## config.mk

```make
export PLATFORM = sky130hd
export DESIGN_NAME = instr_fetch_unit
export DESIGN_NICKNAME = d
export VERILOG_FILES = /design/src/rtl/instr_fetch_unit.sv
export SDC_FILE = /design/constraint.sdc
export NUM_CORES = 1
export LEC_CHECK = 0
export ABC_CLOCK_PERIOD_IN_PS = 3000
export BUFFER_PORTS_ARGS = -buffer_cell sky130_fd_sc_hd__buf_2
export CAP_MARGIN = 20
export CORE_MARGIN = 8
export CORE_UTILIZATION = 46
export CTS_BUF_LIST = sky130_fd_sc_hd__clkbuf_4 sky130_fd_sc_hd__clkbuf_8 sky130_fd_sc_hd__clkbuf_16
export CTS_CLUSTER_DIAMETER = 100
export CTS_CLUSTER_SIZE = 10
export DETAILED_ROUTE_END_ITERATION = 12
export PLACE_DENSITY_LB_ADDON = 0.25
export SYNTH_ARGS = -nofsm -noshare
export SYNTH_HDL_FRONTEND = slang
export SYNTH_SLANG_ARGS = --single-unit
```

## constraint.sdc

```tcl
create_clock -name clk -period 3 [get_ports clk]
set_clock_uncertainty 0.05 [all_clocks]
set_input_delay 0.45 -clock clk [delete_from_list [all_inputs] [get_ports clk]]
set_output_delay 0.45 -clock clk [all_outputs]
set_load 0.05 [all_outputs]
```

## src/rtl/instr_fetch_unit.sv

```systemverilog
// Instruction fetch unit: owns the PC, reads the async program ROM into an IR and
// issues opcode/operand over valid/ready. Optional FETCH_STATS_EN adds retired_cnt.
module instr_fetch_unit #(
  parameter int unsigned ADDR_W = 8,
  parameter int unsigned DATA_W = 13,
  parameter int unsigned OP_W = 3,
  parameter logic [OP_W-1:0] JMP_OP = 3'b110,
  parameter logic [OP_W-1:0] HALT_OP = 3'b111,
  parameter logic [ADDR_W-1:0] RESET_PC = 8'h00
) (
  input  logic                   clk,
  input  logic                   rst_n,
  input  logic                   en,
  output logic [ADDR_W-1:0]      pm_addr,
  input  logic [DATA_W-1:0]      pm_data,
  output logic                   instr_valid,
  input  logic                   instr_ready,
  output logic [OP_W-1:0]        opcode,
  output logic [DATA_W-OP_W-1:0] operand,
  output logic [ADDR_W-1:0]      instr_pc,
  input  logic                   jump_req,
  input  logic [ADDR_W-1:0]      jump_addr,
`ifdef FETCH_STATS_EN
  output logic [15:0]            retired_cnt,
`endif
  output logic                   halted
);

  typedef enum logic [1:0] {
    FETCH  = 2'd0,
    ISSUE  = 2'd1,
    HALTED = 2'd2
  } state_t;

  state_t            state;
  logic [ADDR_W-1:0] pc;
  logic [DATA_W-1:0] ir;
  logic              handshake;

  assign pm_addr   = pc;
  assign opcode    = ir[DATA_W-1 -: OP_W];
  assign operand   = ir[DATA_W-OP_W-1:0];
  assign handshake = (state == ISSUE) && instr_ready;

  // Fetch/issue/halt sequencer; a redirect always beats the internal JMP/HALT decode.
  always_ff @(posedge clk) begin
    if (!rst_n) begin
      state       <= FETCH;
      pc          <= RESET_PC;
      ir          <= '0;
      instr_pc    <= '0;
      instr_valid <= 1'b0;
      halted      <= 1'b0;
    end else if (en) begin
      case (state)
        FETCH: begin
          if (jump_req) begin
            pc <= jump_addr;
          end else begin
            ir          <= pm_data;
            instr_pc    <= pc;
            pc          <= ADDR_W'(pc + ADDR_W'(1));
            instr_valid <= 1'b1;
            state       <= ISSUE;
          end
        end
        ISSUE: begin
          if (jump_req) begin
            pc          <= jump_addr;
            instr_valid <= 1'b0;
            state       <= FETCH;
          end else if (handshake) begin
            instr_valid <= 1'b0;
            if (opcode == HALT_OP) begin
              halted <= 1'b1;
              state  <= HALTED;
            end else begin
              if (opcode == JMP_OP) pc <= operand[ADDR_W-1:0];
              state <= FETCH;
            end
          end
        end
        HALTED: begin
          instr_valid <= 1'b0;
          halted      <= 1'b1;
        end
        default: begin
          instr_valid <= 1'b0;
          state       <= FETCH;
        end
      endcase
    end
  end

`ifdef FETCH_STATS_EN
  // Saturating count of accepted instructions, including those accepted alongside a redirect.
  always_ff @(posedge clk) begin
    if (!rst_n) begin
      retired_cnt <= '0;
    end else if (en && handshake && (retired_cnt != 16'hFFFF)) begin
      retired_cnt <= retired_cnt + 16'd1;
    end
  end
`endif

endmodule

```

==> After elaboration in Yosys (flattened, before gate mapping) <==
Index checks and enable logic that the tools add are counted.
Widths: inputs -> output; s select.
{ "classes": {"n_addsub": 1, "n_eq_ne": 11, "muxes": 19, "bitwise_logic": 2, "n_reduce_logical": 9} }
{ "ops": {"columns": ["op", "n"], "rows": [
  ["$mux 8", 5],
  ["$pmux 8 s2", 1],
  ["$reduce_and 5->1", 2],
  ["$add 8x1->8 const B", 1],
  ["$mux 2", 4],
  ["$eq 3x3->1 const B", 2],
  ["$mux 1", 6],
  ["$ne 2x2->1 const B", 3],
  ["$ne 3x3->1 const B", 2],
  ["$pmux 2 s3", 1],
  ["$reduce_and 3->1", 2],
  ["$pmux 1 s2", 2],
  ["$reduce_and 4->1", 1],
  ["$reduce_bool 2->1", 2],
  ["$ne 3x2->1 const B", 1],
  ["$eq 2x1->1 const B", 1],
  ["$eq 2x2->1 const B", 1],
  ["$logic_not 2->1", 1],
  ["$ne 2x1->1 const B", 1],
  ["$not 1->1", 2],
  ["$logic_and 1x1->1", 1]
]} }
{ "totals": {"register_bits": 33, "in_bits": 26, "out_inout_bits": 31, "wordCells": 48} }

==> Longest topological paths before layout <==
{ "logic_depth": {"depth_word": 6, "depth_mapped": 6, "depth_no_buf": 5} }

==> Worst setup path after synthesis <==
No wires, ideal clock.
{ "synth_path": {"path_type": "register -> register", "startpoint": "reg pc[0], in the netlist pm_addr[0]", "endpoint": "reg pc[4], in the netlist pm_addr[4]", "setup_time_ns": 0.116, "arrival_time_ns": 1.644, "t_required_ns": 2.834, "path_slack_ns": 1.190, "path_stages_with_launch": 6, "n_path_buf": 0, "synth_period_minus_slack_ns": 1.810, "path_cell_list": "dfxtp_1 -> ha_1 -> and4_2 -> a211oi_1 -> a211o_1 -> o211a_1"} }
{ "synth_between": {"elab_chain_len": 3} }
{ "synth_rtl": {"columns": ["item", "line", "text"], "rows": [
  ["start, declared", "36", "logic [ADDR_W-1:0] pc;"],
  ["start signal, assigned", "58", "pc <= jump_addr;"],
  ["start signal, assigned", "62", "pc <= ADDR_W'(pc + ADDR_W'(1));"],
  ["start signal, assigned", "69", "pc <= jump_addr;"],
  ["$add 8x1->8", "62", null],
  ["$mux 8", "57", "if (jump_req) begin"],
  ["$pmux 8 s2", "55", "case (state)"]
]} }
Every way passes these cells.
A chain may end at the register's enable or synchronous reset.

==> Final worst setup path <==
{ "layout_path": {"startpoint": "reg state[0]", "endpoint": "reg ir[10]"} }
{ "layout_between": {"elab_chain_len": 2} }
{ "layout_rtl": {"columns": ["item", "line", "text"], "rows": [
  ["start, declared", "35", "state_t state;"],
  ["start signal, assigned", "48", "state <= FETCH;"],
  ["start signal, assigned", "64", "state <= ISSUE;"],
  ["start signal, assigned", "71", "state <= FETCH;"],
  ["$logic_not 2->1", "55", null],
  ["$reduce_and 3->1 (no source line)", null, null],
  ["end signal, assigned", "60", "ir <= pm_data;"],
  ["end, declared", "37", "logic [DATA_W-1:0] ir;"]
]} }
Every way passes these cells.

==> qor.yml <==
final_layout:
  multiInputGateArea_sq_um: 870
  areaGrowthSynthToFinish_pct: 21.5
  fin_nets: 274
  layout-drive-gt1-share_pct: 28.6
  fillers: 364
  register_area_sq_um: 661
  diodes: 0
  fin_cells: 294
clock_network:
  insertion_delay_ns: 0.33
  cts_tree: "yes"
  postCtsHoldBufs: 0
  postCtsSetupBuffers: 0
  root_buffer: "clkbuf_4"
  cts_resized: 0
  h-tree-depth: 2
  clock_path_buffers: 2
  clk_pin_slew_worst_paths_ns: 0.10
  cts_num_sinks: 33
  cts_buffers: 5
drt:
  route.detailed.drc: 0
  drt-total-wl_microns: 4180
  vias_per_cell: 5.20
  vias: 1528
  firstDrtPassIters: 4
  drt_iter0_drc: 103
  wl_per_cell_microns: 14.2
  ant_nets: 0
global_route:
  grtUsageTotal_pct: 16.1
  grt_max_degree: 36
  grt_pass1_vias: 1507
  gr-total-overflow: 0
  antenna_found_initial: 0
  grt_pass1_wl_microns: 7040
critical_path:
  arrival_ns: 1.98
  end_kind: "register"
  worstSetupStartpoint: "state[0]$_SDFFE_PN0P_"
  worstPathRequired_ns: 3.21
  critPathLaunchType: "register"
  reg2reg_slack_ns: 1.23
  worstSetupPathType: "register to register"
  r2r_cells: 4
  cp_max_fo: 21
  r2r-end: "ir[10]$_SDFFE_PN0P_"
  crit-reg2reg-launch: "state[0]$_SDFFE_PN0P_"
power:
  irDropWorstVdd_mv: 0.345
  leakage_uw: 0.000858
  cellPowerDensity_nw_per_um2: 490
floorplan:
  die_w_microns: 75.4
  start_util_pct: 48.2
  ios: 57
  die_h_microns: 75.4
  core_sq_um: 3360
  dieArea_sq_um: 5680
  rows: 21
timing:
  hold_viol: 0
  fin_crit_ns: 1.77
  grt_setup_unrepaired: "no"
  period_share_pct: 58.8
  slew_headroom_pct: 52.6
  tightest_slew_ns: 0.710
  setup_viol: 0
  slew_viol_final: 0
  tns_ns: 0
  clock.fmax_mhz: 566
logic_synthesis:
  avgSynthCellArea_sq_um: 8.31
  netlist_top_cells_count: "nand2_1, dfxtp_1, a21boi_0"
  ys_types: 47
  yosys-top-cells-area: "dfxtp_1, nand2_1, a21boi_0, a21boi_1, a21oi_1"
  synth_enable_flop_cells: 0
  synth_top_area_share_pct: 40.8
  synth_async_sr_flop_share_pct: 0
  synth_top_area_cell: "dfxtp_1"
  synth-seq-area-share_pct: 40.8
  syn_nets: 222
  ys_ff_latch: 33
  ys.flop_type: "dfxtp_1"
  yosysMostFrequentCell: "nand2_1"
  ys_warn_count: 0
  syn_inst: 195
  synth_area_sq_um: 1620
worst_hold_path:
  hold_start: "pm_data[1]"
  whs_path_depth: 3
  hp-class: "input port to register"
  holdPathEnd: "ir[1]$_SDFFE_PN0P_"
placement:
  post-place-cells: 286
  routabilityCongestion: 0.797
  dp_hpwl_microns: 3050
  portBuffers: 56
job:
  drv_cap: 0
run_status:
  status: "completed"
[how the worst max path moves through the flow]
| stage | depth (start not counted) | end | slack, ns |
|---|---|---|---|
| 2_1_floorplan | 5 | pm_addr[4]$_SDFFE_PN0P_ | 1.19 |
| 3_3_place_gp | 4 | ir[6]$_SDFFE_PN0P_ | 1.17 |
| 3_5_place_dp | 4 | ir[10]$_SDFFE_PN0P_ | 1.10 |
| 4_1_cts | 4 | ir[10]$_SDFFE_PN0P_ | 1.23 |
| 5_1_grt | 4 | ir[9]$_SDFFE_PN0P_ | 0.99 |
| 6_report | 4 | ir[10]$_SDFFE_PN0P_ | 1.23 |
[metrics by stage]
step	hold WS, ns	cell area, sq um	utilization [%]	total power [uW]	setup slack [ns]
2_1_floorplan	0.535	1620	-	636	1.19
3_3_place_gp	0.396	1900	56.4	690	1.17
5_1_grt	0.288	1970	58.5	1020	0.988
6_report	0.298	1970	58.5	963	1.23
4_1_cts	0.286	1970	58.5	974	1.23
3_5_place_dp	0.397	1900	56.4	692	1.10
[metal layers]
metal	vias to the layer above	GRT usage (%)	part of all wire [%]
li1	790	-	-
met1	695	19.8	45
met2	38	25.5	49
met3	5	5.13	5.0
met4	0	6.18	1.2
met5	-	0	0
[power by group]
part | total [uW] | switching [uW] | internal [uW]
logic | 197 | 136 | 61.9
registers | 483 | 24.5 | 459
clock network | 283 | 147 | 136
[flip-flops by register name, summed over array words and instances (netlist names)]
signal / cells
instr_valid: 1
ir: 13
state: 2
pm_addr: 8
halted: 1
instr_pc: 8
[critical path, stage by stage (launching register included)]
cell and delay (ns):
dfxtp_1 0.53, nand2b_1 0.21, or3_1 0.59, nand2_1 0.14, a21boi_1 0.18
[area by class of cell]
cell class	instances	area share, %
Timing Repair Buffer	57	14.6
Tap cell	46	2.92
Multi-Input combinational cell	144	44.2
Sequential cell	33	33.6
Clock inverter	1	0.254
Clock buffer	7	3.31
Inverter	6	1.14
[cells in the final DEF (no fill, tap or decap), drive strengths merged, types with 2 or more instances in the layout]
cell / synthesis / routed
o211a: 2 / 2
a21oi: 10 / 10
nor2: 4 / 4
clkbuf: 4 / 7
nand2b: 4 / 4
nand2: 49 / 49
nand3: 7 / 7
a21boi: 21 / 21
dfxtp: 33 / 33
nor3b: 2 / 2
buf: 8 / 57
nor3: 3 / 3
o311ai: 2 / 2
nor2b: 3 / 3
inv: 6 / 6
o21ai: 7 / 7
o31a: 2 / 2
a211oi: 2 / 2
o22ai: 2 / 2
[logic make-up (layout without fill, tap and decap cells)]
logic type	Yosys count	count (layout)	share of synthesized area, %
and+or+nand+nor	81	81	23.7
AOI/OAI and AO/OA	59	59	27.3
DFF	33	33	40.8
buffers and inverters	18	71	5.56
muxes	2	2	1.31
adders and majority gates	1	1	0.772
xor gates and xnor gates	1	1	0.541
Power figures use the tool's default switching activity.
